**config.mk**
```make
export PLATFORM = sky130hd
export DESIGN_NAME = dac7611_frame_ctrl
export DESIGN_NICKNAME = d
export VERILOG_FILES = /design/src/rtl/dac7611_frame_ctrl_pkg.sv /design/src/rtl/dac7611_frame_ctrl_shift_lane.sv /design/src/rtl/dac7611_frame_ctrl.sv
export SDC_FILE = /design/constraint.sdc
export NUM_CORES = 1
export LEC_CHECK = 0
export CAP_MARGIN = 20
export CORE_AREA = 2 2 84 86
export DETAILED_ROUTE_END_ITERATION = 8
export DIE_AREA = 0 0 86 88
export GPL_TIMING_DRIVEN = 0
export PLACE_DENSITY = 0.67
export SLEW_MARGIN = 20
export SYNTH_ARGS = -nofsm -noshare
export SYNTH_HDL_FRONTEND = slang
export SYNTH_SLANG_ARGS = --single-unit
```
**constraint.sdc**
```tcl
create_clock -name clk -period 1.8 [get_ports clk]
set_clock_uncertainty 0.1 [all_clocks]
set_input_delay 0.18 -clock clk [delete_from_list [all_inputs] [get_ports clk]]
set_output_delay 0.18 -clock clk [all_outputs]
set_load 0.01 [all_outputs]
```
**src/rtl/dac7611_frame_ctrl_pkg.sv**
```systemverilog
// Shared definitions for the DAC7611 frame controller: FSM encoding and
// DAC word constants.
// No ports; imported by dac7611_frame_ctrl and its shift lanes.
package dac7611_frame_ctrl_pkg;

  typedef enum logic [1:0] {
    ST_IDLE  = 2'd0,
    ST_SHIFT = 2'd1,
    ST_LATCH = 2'd2
  } state_t;

  localparam int              DAC_WIDTH    = 12;
  localparam logic [11:0]     DAC_MIDSCALE = 12'h800;

endpackage

```
**src/rtl/dac7611_frame_ctrl_shift_lane.sv**
```systemverilog
// Purpose: WIDTH-bit load/shift register with a registered serial output, MSB first.
// Latency: MSB on o_sdo the cycle after i_load; each i_shift advances one bit next cycle.
// Backpressure: none; the parent sequences i_load/i_shift/i_clr.
// Ports: i_clk, i_rst (sync, active-high), i_load/i_shift/i_clr controls,
//        i_data parallel word, o_sdo serial data pin.
module dac7611_frame_ctrl_shift_lane #(
  parameter int WIDTH = 12
) (
  input  logic             i_clk,
  input  logic             i_rst,
  input  logic             i_load,
  input  logic             i_shift,
  input  logic             i_clr,
  input  logic [WIDTH-1:0] i_data,
  output logic             o_sdo
);

  logic [WIDTH-1:0] r_sreg;
  logic             r_sdo;

  // The MSB goes straight to the output register on load, so r_sreg only
  // holds the bits still waiting to be presented.
  always_ff @(posedge i_clk) begin
    if (i_rst || i_clr) begin
      r_sreg <= '0;
      r_sdo  <= 1'b0;
    end else if (i_load) begin
      r_sreg <= {i_data[WIDTH-2:0], 1'b0};
      r_sdo  <= i_data[WIDTH-1];
    end else if (i_shift) begin
      r_sreg <= {r_sreg[WIDTH-2:0], 1'b0};
      r_sdo  <= r_sreg[WIDTH-1];
    end
  end

  assign o_sdo = r_sdo;

endmodule

```
**src/rtl/dac7611_frame_ctrl.sv**
```systemverilog
// Purpose: serialises two WIDTH-bit samples to two DAC7611s on a shared clk/latch pair.
// Latency: first bit 2 cycles after strobe; frame is (2*WIDTH+1)*DIV cycles incl. latch.
// Backpressure: none; one-deep pending buffer, overwrite sets sticky overrun.
// Ports: clk, rst (sync, active-high), en, mute, smp_strobe, sample_a, sample_b in;
//        dac_clk, dac_le, dac_dat_a, dac_dat_b, busy, overrun out (all registered).
module dac7611_frame_ctrl
  import dac7611_frame_ctrl_pkg::*;
#(
  parameter int DIV   = 2,
  parameter int WIDTH = DAC_WIDTH
) (
  input  logic             clk,
  input  logic             rst,
  input  logic             en,
  input  logic             mute,
  input  logic             smp_strobe,
  input  logic [WIDTH-1:0] sample_a,
  input  logic [WIDTH-1:0] sample_b,
  output logic             dac_clk,
  output logic             dac_le,
  output logic             dac_dat_a,
  output logic             dac_dat_b,
  output logic             busy,
  output logic             overrun
);

  localparam int HW = $clog2(DIV + 1);
  localparam int BW = $clog2(WIDTH);
  localparam logic [HW-1:0] HC_LAST = HW'(DIV - 1);
  localparam logic [BW-1:0] BC_LAST = BW'(WIDTH - 1);
  localparam logic [WIDTH-1:0] MIDSCALE = (WIDTH == DAC_WIDTH) ? WIDTH'(DAC_MIDSCALE)
                                                               : {1'b1, {(WIDTH-1){1'b0}}};

  state_t           r_state, w_state_nxt;
  logic [HW-1:0]    r_hcnt, w_hcnt_nxt;
  logic [BW-1:0]    r_bcnt, w_bcnt_nxt;
  logic             r_clk, w_clk_nxt;
  logic             r_le, w_le_nxt;
  logic             r_busy;
  logic             r_pend_vld;
  logic [WIDTH-1:0] r_pend_a, r_pend_b;
  logic             r_overrun;
  logic             w_cap, w_load, w_shift, w_clr;

  assign w_cap = smp_strobe & en;

  // Next-state and next-pin values; pins themselves are registered below.
  always_comb begin
    w_state_nxt = r_state;
    w_hcnt_nxt  = r_hcnt;
    w_bcnt_nxt  = r_bcnt;
    w_clk_nxt   = r_clk;
    w_le_nxt    = r_le;
    w_load      = 1'b0;
    w_shift     = 1'b0;
    w_clr       = 1'b0;
    case (r_state)
      ST_IDLE: begin
        if (r_pend_vld) begin
          w_load      = 1'b1;
          w_state_nxt = ST_SHIFT;
          w_hcnt_nxt  = HC_LAST;
          w_bcnt_nxt  = BC_LAST;
          w_clk_nxt   = 1'b0;
        end
      end
      ST_SHIFT: begin
        if (r_hcnt != '0) begin
          w_hcnt_nxt = r_hcnt - HW'(1);
        end else begin
          w_hcnt_nxt = HC_LAST;
          if (!r_clk) begin
            w_clk_nxt = 1'b1;
          end else if (r_bcnt == '0) begin
            // Last high phase done: drop LE and park data low.
            w_state_nxt = ST_LATCH;
            w_clk_nxt   = 1'b0;
            w_le_nxt    = 1'b0;
            w_clr       = 1'b1;
          end else begin
            // Falling edge of dac_clk is the only point data advances.
            w_bcnt_nxt = r_bcnt - BW'(1);
            w_clk_nxt  = 1'b0;
            w_shift    = 1'b1;
          end
        end
      end
      ST_LATCH: begin
        if (r_hcnt != '0) begin
          w_hcnt_nxt = r_hcnt - HW'(1);
        end else begin
          w_le_nxt    = 1'b1;
          w_state_nxt = ST_IDLE;
        end
      end
      default: w_state_nxt = ST_IDLE;
    endcase
  end

  always_ff @(posedge clk) begin
    if (rst) begin
      r_state <= ST_IDLE;
      r_hcnt  <= '0;
      r_bcnt  <= '0;
      r_clk   <= 1'b0;
      r_le    <= 1'b1;
      r_busy  <= 1'b0;
    end else begin
      r_state <= w_state_nxt;
      r_hcnt  <= w_hcnt_nxt;
      r_bcnt  <= w_bcnt_nxt;
      r_clk   <= w_clk_nxt;
      r_le    <= w_le_nxt;
      r_busy  <= (w_state_nxt != ST_IDLE);
    end
  end

  // Pending buffer. A strobe coinciding with a load refills the buffer after
  // the load has taken the old contents, so that case is not an overrun.
  always_ff @(posedge clk) begin
    if (rst) begin
      r_pend_vld <= 1'b0;
      r_pend_a   <= '0;
      r_pend_b   <= '0;
      r_overrun  <= 1'b0;
    end else if (w_cap) begin
      r_pend_a   <= mute ? MIDSCALE : sample_a;
      r_pend_b   <= mute ? MIDSCALE : sample_b;
      r_pend_vld <= 1'b1;
      if (r_pend_vld && !w_load) begin
        r_overrun <= 1'b1;
      end
    end else if (w_load) begin
      r_pend_vld <= 1'b0;
    end
  end

  dac7611_frame_ctrl_shift_lane #(.WIDTH(WIDTH)) u_lane_a (
    .i_clk   (clk),
    .i_rst   (rst),
    .i_load  (w_load),
    .i_shift (w_shift),
    .i_clr   (w_clr),
    .i_data  (r_pend_a),
    .o_sdo   (dac_dat_a)
  );

  dac7611_frame_ctrl_shift_lane #(.WIDTH(WIDTH)) u_lane_b (
    .i_clk   (clk),
    .i_rst   (rst),
    .i_load  (w_load),
    .i_shift (w_shift),
    .i_clr   (w_clr),
    .i_data  (r_pend_b),
    .o_sdo   (dac_dat_b)
  );

  assign dac_clk = r_clk;
  assign dac_le  = r_le;
  assign busy    = r_busy;
  assign overrun = r_overrun;

endmodule
```
==> summary.txt <==
CTS
  • Num Clock Sinks: 61
  • CTS H-tree depth: 3
  • CTS max path bufs: 2
  • Clock slew at reported path FFs: 0.06 ns
  • Cts bufs inserted: 9
  • CTS tree: done
  • Clock Latency Late Sink: 0.34 ns
  • Clock root buffer: clkbuf_8

Drt
  • Residual DRC: 0
  • Detailed Route WL: 6.504 mm
  • Detailed-route via count: 2,355
  • DR WL/cell: 14.45 µm
  • Post-DRT Antenna Nets: 0
  • Iteration-0 DRC count of the detailed router: 76
  • Drt pass-1 iters: 4
  • Drt via density: 5.233

Critical path
  • Slowest CP cell: dfxtp_4
  • Crit path arrival time: 1.83 ns
  • Crit start category: flop
  • Required time of the worst setup path: 1.93 ns
  • CP max stage delay: 0.36 ns
  • Crit-path max FO: 10
  • Cell chain of the critical path: inv_2, ha_4, nand4bb_1, nor2_2, or2_1, buf_4, buf_6, a211oi_2
  • Worst setup EP type: flop
  • Setup CP Type: flop to flop

Synth
  • Area leader, netlist: dfxtp_1
  • Post-synth cell types: 38
  • Ys flop type: dfxtp_1
  • Ys async rst share: 0
  • Synth warnings: 0
  • Top cells by area, synth: dfxtp_1 42%, a211oi_2 7.8%, mux2i_1 7.6%
  • Syn Area/Cell: 9.311 µm²
  • Synth top area share: 0.4231
  • Mapped Cells: 310
  • Register area share after synthesis: 0.4231
  • #FFs+latches synth: 61
  • Post-synth EDFFs: 0
  • Mapped Nets: 348
  • Syn Std Cell Area: 2887 µm²

Floorplan
  • Height of the die: 88 µm
  • Chip width: 86 µm
  • Initial Util: 0.4345
  • DIE AREA: 7568 µm²
  • Core region area: 6644 µm²
  • Io pins: 35
  • Row count: 30

Placed design
  • Cells after DPL: 423
  • GP Congestion: 0.7393
  • PortBufs: 33
  • Detailed placement HPWL: 4.406 mm

Flow run
  • Max Cap Viol: 0

Timing
  • RSZ-0062 raised after global routing: false
  • Final min period: 1.706 ns
  • Worst-margin pin slew: 0.6064 ns
  • Final Setup Violations: 0
  • Slew Viols, Final: 0
  • Final Hold Viols: 0
  • Rel. slew slack: 0.5957
  • Fmax: 586.2 MHz
  • Crit share post-route: 0.9477
  • Hold slack: 0.2410 ns

Global routing
  • First-pass GRT wire length: 10.90 mm
  • Vias in the first global route: 2,336
  • Largest net degree at the start of global routing: 11
  • Global Route Usage Sum: 0.1871
  • Global route total overflow: 0
  • Initial antenna violation count: 0

Run status
  • Status: completed

Pwr
  • Pleak: 1.341 nW
  • Pwr Density: 854.8 nW/µm²
  • VDD IR max: 0.3909 mV

Worst hold path
  • Min-delay worst type: primary input to flop

Cells and area
  • Fill count: 621
  • Layout Nets: 404
  • Share of layout cells above drive strength 1: 0.2081
  • Non-filler cells, final: 450
  • Diode count: 0
  • P&R area growth vs syn: 27.83%
[Yosys cell counts, drive strengths merged (2+ instances only)]
cell and number:
a211oi 24, a21oi 33, a31oi 2, and2 2
buf 12, clkbuf 9, dfxtp 61, ha 9
inv 8, mux2i 22, nand2 12, nand2b 4
nand3 4, nor2 52, nor2b 4, nor3 6
nor3b 26, o21a 2, o21ai 6, o31a 2
or2 2
[registers in the layout (all words and copies together) (netlist names)]
signal and count:
r_pend_a 12, r_pend_b 12, u_lane_a.r_sreg 11, u_lane_b.r_sreg 11, r_bcnt 4, r_hcnt 2
r_state 2, busy 1, dac_clk 1, dac_le 1, overrun 1, r_pend_vld 1
u_lane_a.o_sdo 1, u_lane_b.o_sdo 1
[layout by cell type (no fill, tap or decap), types with 3 or more instances in the layout]
master / count
clkdlybuf4s50_1: 33
dfxtp_1: 58
inv_2: 3
nor3_1: 6
ha_4: 3
clkbuf_1: 9
nand2b_1: 4
nor3b_1: 24
ha_1: 5
a211oi_1: 5
inv_1: 5
clkbuf_8: 11
nor2_1: 50
a21oi_1: 33
o21ai_0: 5
a211oi_2: 18
mux2i_1: 22
buf_4: 17
nand2_1: 11
buf_6: 5
nand3_1: 3
nor2b_1: 4
[critical path, delay by kind of cell, from the launching register on]
kind | cells | cell delay, ns
simple gates | 3 | 0.47
fa+ha+maj | 1 | 0.19
buf+inv | 3 | 0.41
flops | 1 | 0.36
compound gates | 1 | 0.05
[through the flow]
stage / setup TNS [ns] / cell area (µm²) / utilization / worst slack [ns] / power (W)
detailed placement: -6.630 / 3317 / 0.4992 / -0.2232 / 0.001900
floorplan: 0 / 2887 / - / 0.06391 / 0.001758
global route: 0 / 3690 / 0.5554 / 0.007780 / 0.003301
CTS: 0 / 3597 / 0.5414 / 0.01477 / 0.003160
global placement: -5.699 / 3317 / 0.4992 / -0.2158 / 0.001889
finish: 0 / 3690 / 0.5554 / 0.09410 / 0.003154
[timing repair]
| action | in CTS | in global routing |
|---|---|---|
| hold buffers | 0 | 0 |
| setup buffers | 4 | 8 |
| setup endpoints to repair | 31 | 32 |
| pin swaps | 2 | 5 |
| gates resized for setup | 16 | 9 |
[area by class of cell]
type / count / area, µm² / share of cell area
Buffer: 21 / 136.4 / 0.03696
Timing Repair Buffer: 45 / 420.4 / 0.1139
Clock buffer: 11 / 151.4 / 0.04103
Inverter: 8 / 30.03 / 0.008138
Multi-Input combinational cell: 220 / 1574 / 0.4266
Sequential cell: 61 / 1230 / 0.3333
Clock inverter: 4 / 47.55 / 0.01289
Tap cell: 80 / 100.1 / 0.02713
[power by group]
group	leakage (nW)	total [W]	switching, W	internal (W)
registers	0.499	0.00145	0.0000406	0.00141
clock network	0.101	0.00123	0.000529	0.000702
logic	0.741	0.000474	0.000233	0.000241
[routing by layer]
layer  vias to the layer above  routed length, µm  global-route usage
met5                         -                  0                   0
met4                         0                134              0.1039
met3                        12                178             0.04241
met2                        34               3074              0.3023
met1                      1105               3116              0.2316
li1                       1204                  -                   -
[logic make-up after synthesis]
| family | share of synthesized area |
|---|---|
| DFF | 0.4231 |
| buffers and inverters | 0.05375 |
| adders and majority gates | 0.03901 |
| muxes | 0.07629 |
| and+or+nand+nor | 0.2072 |
| AOI/OAI and AO/OA | 0.2007 |
[path summary, 6_finish.rpt]
kind | from | endpoint | slack, ns | cells after the start
setup / recovery | r_state[1] | u_lane_b.r_sreg[3] | 0.09 | 8
hold / removal | rst | r_pend_b[11] | 0.24 | 2
setup reg to reg | r_state[1] | u_lane_b.r_sreg[3] | 0.09 | 8
hold reg to reg | u_lane_b.r_sreg[1] | u_lane_b.r_sreg[1] | 0.36 | 2
(Power assumes the default switching activity.)
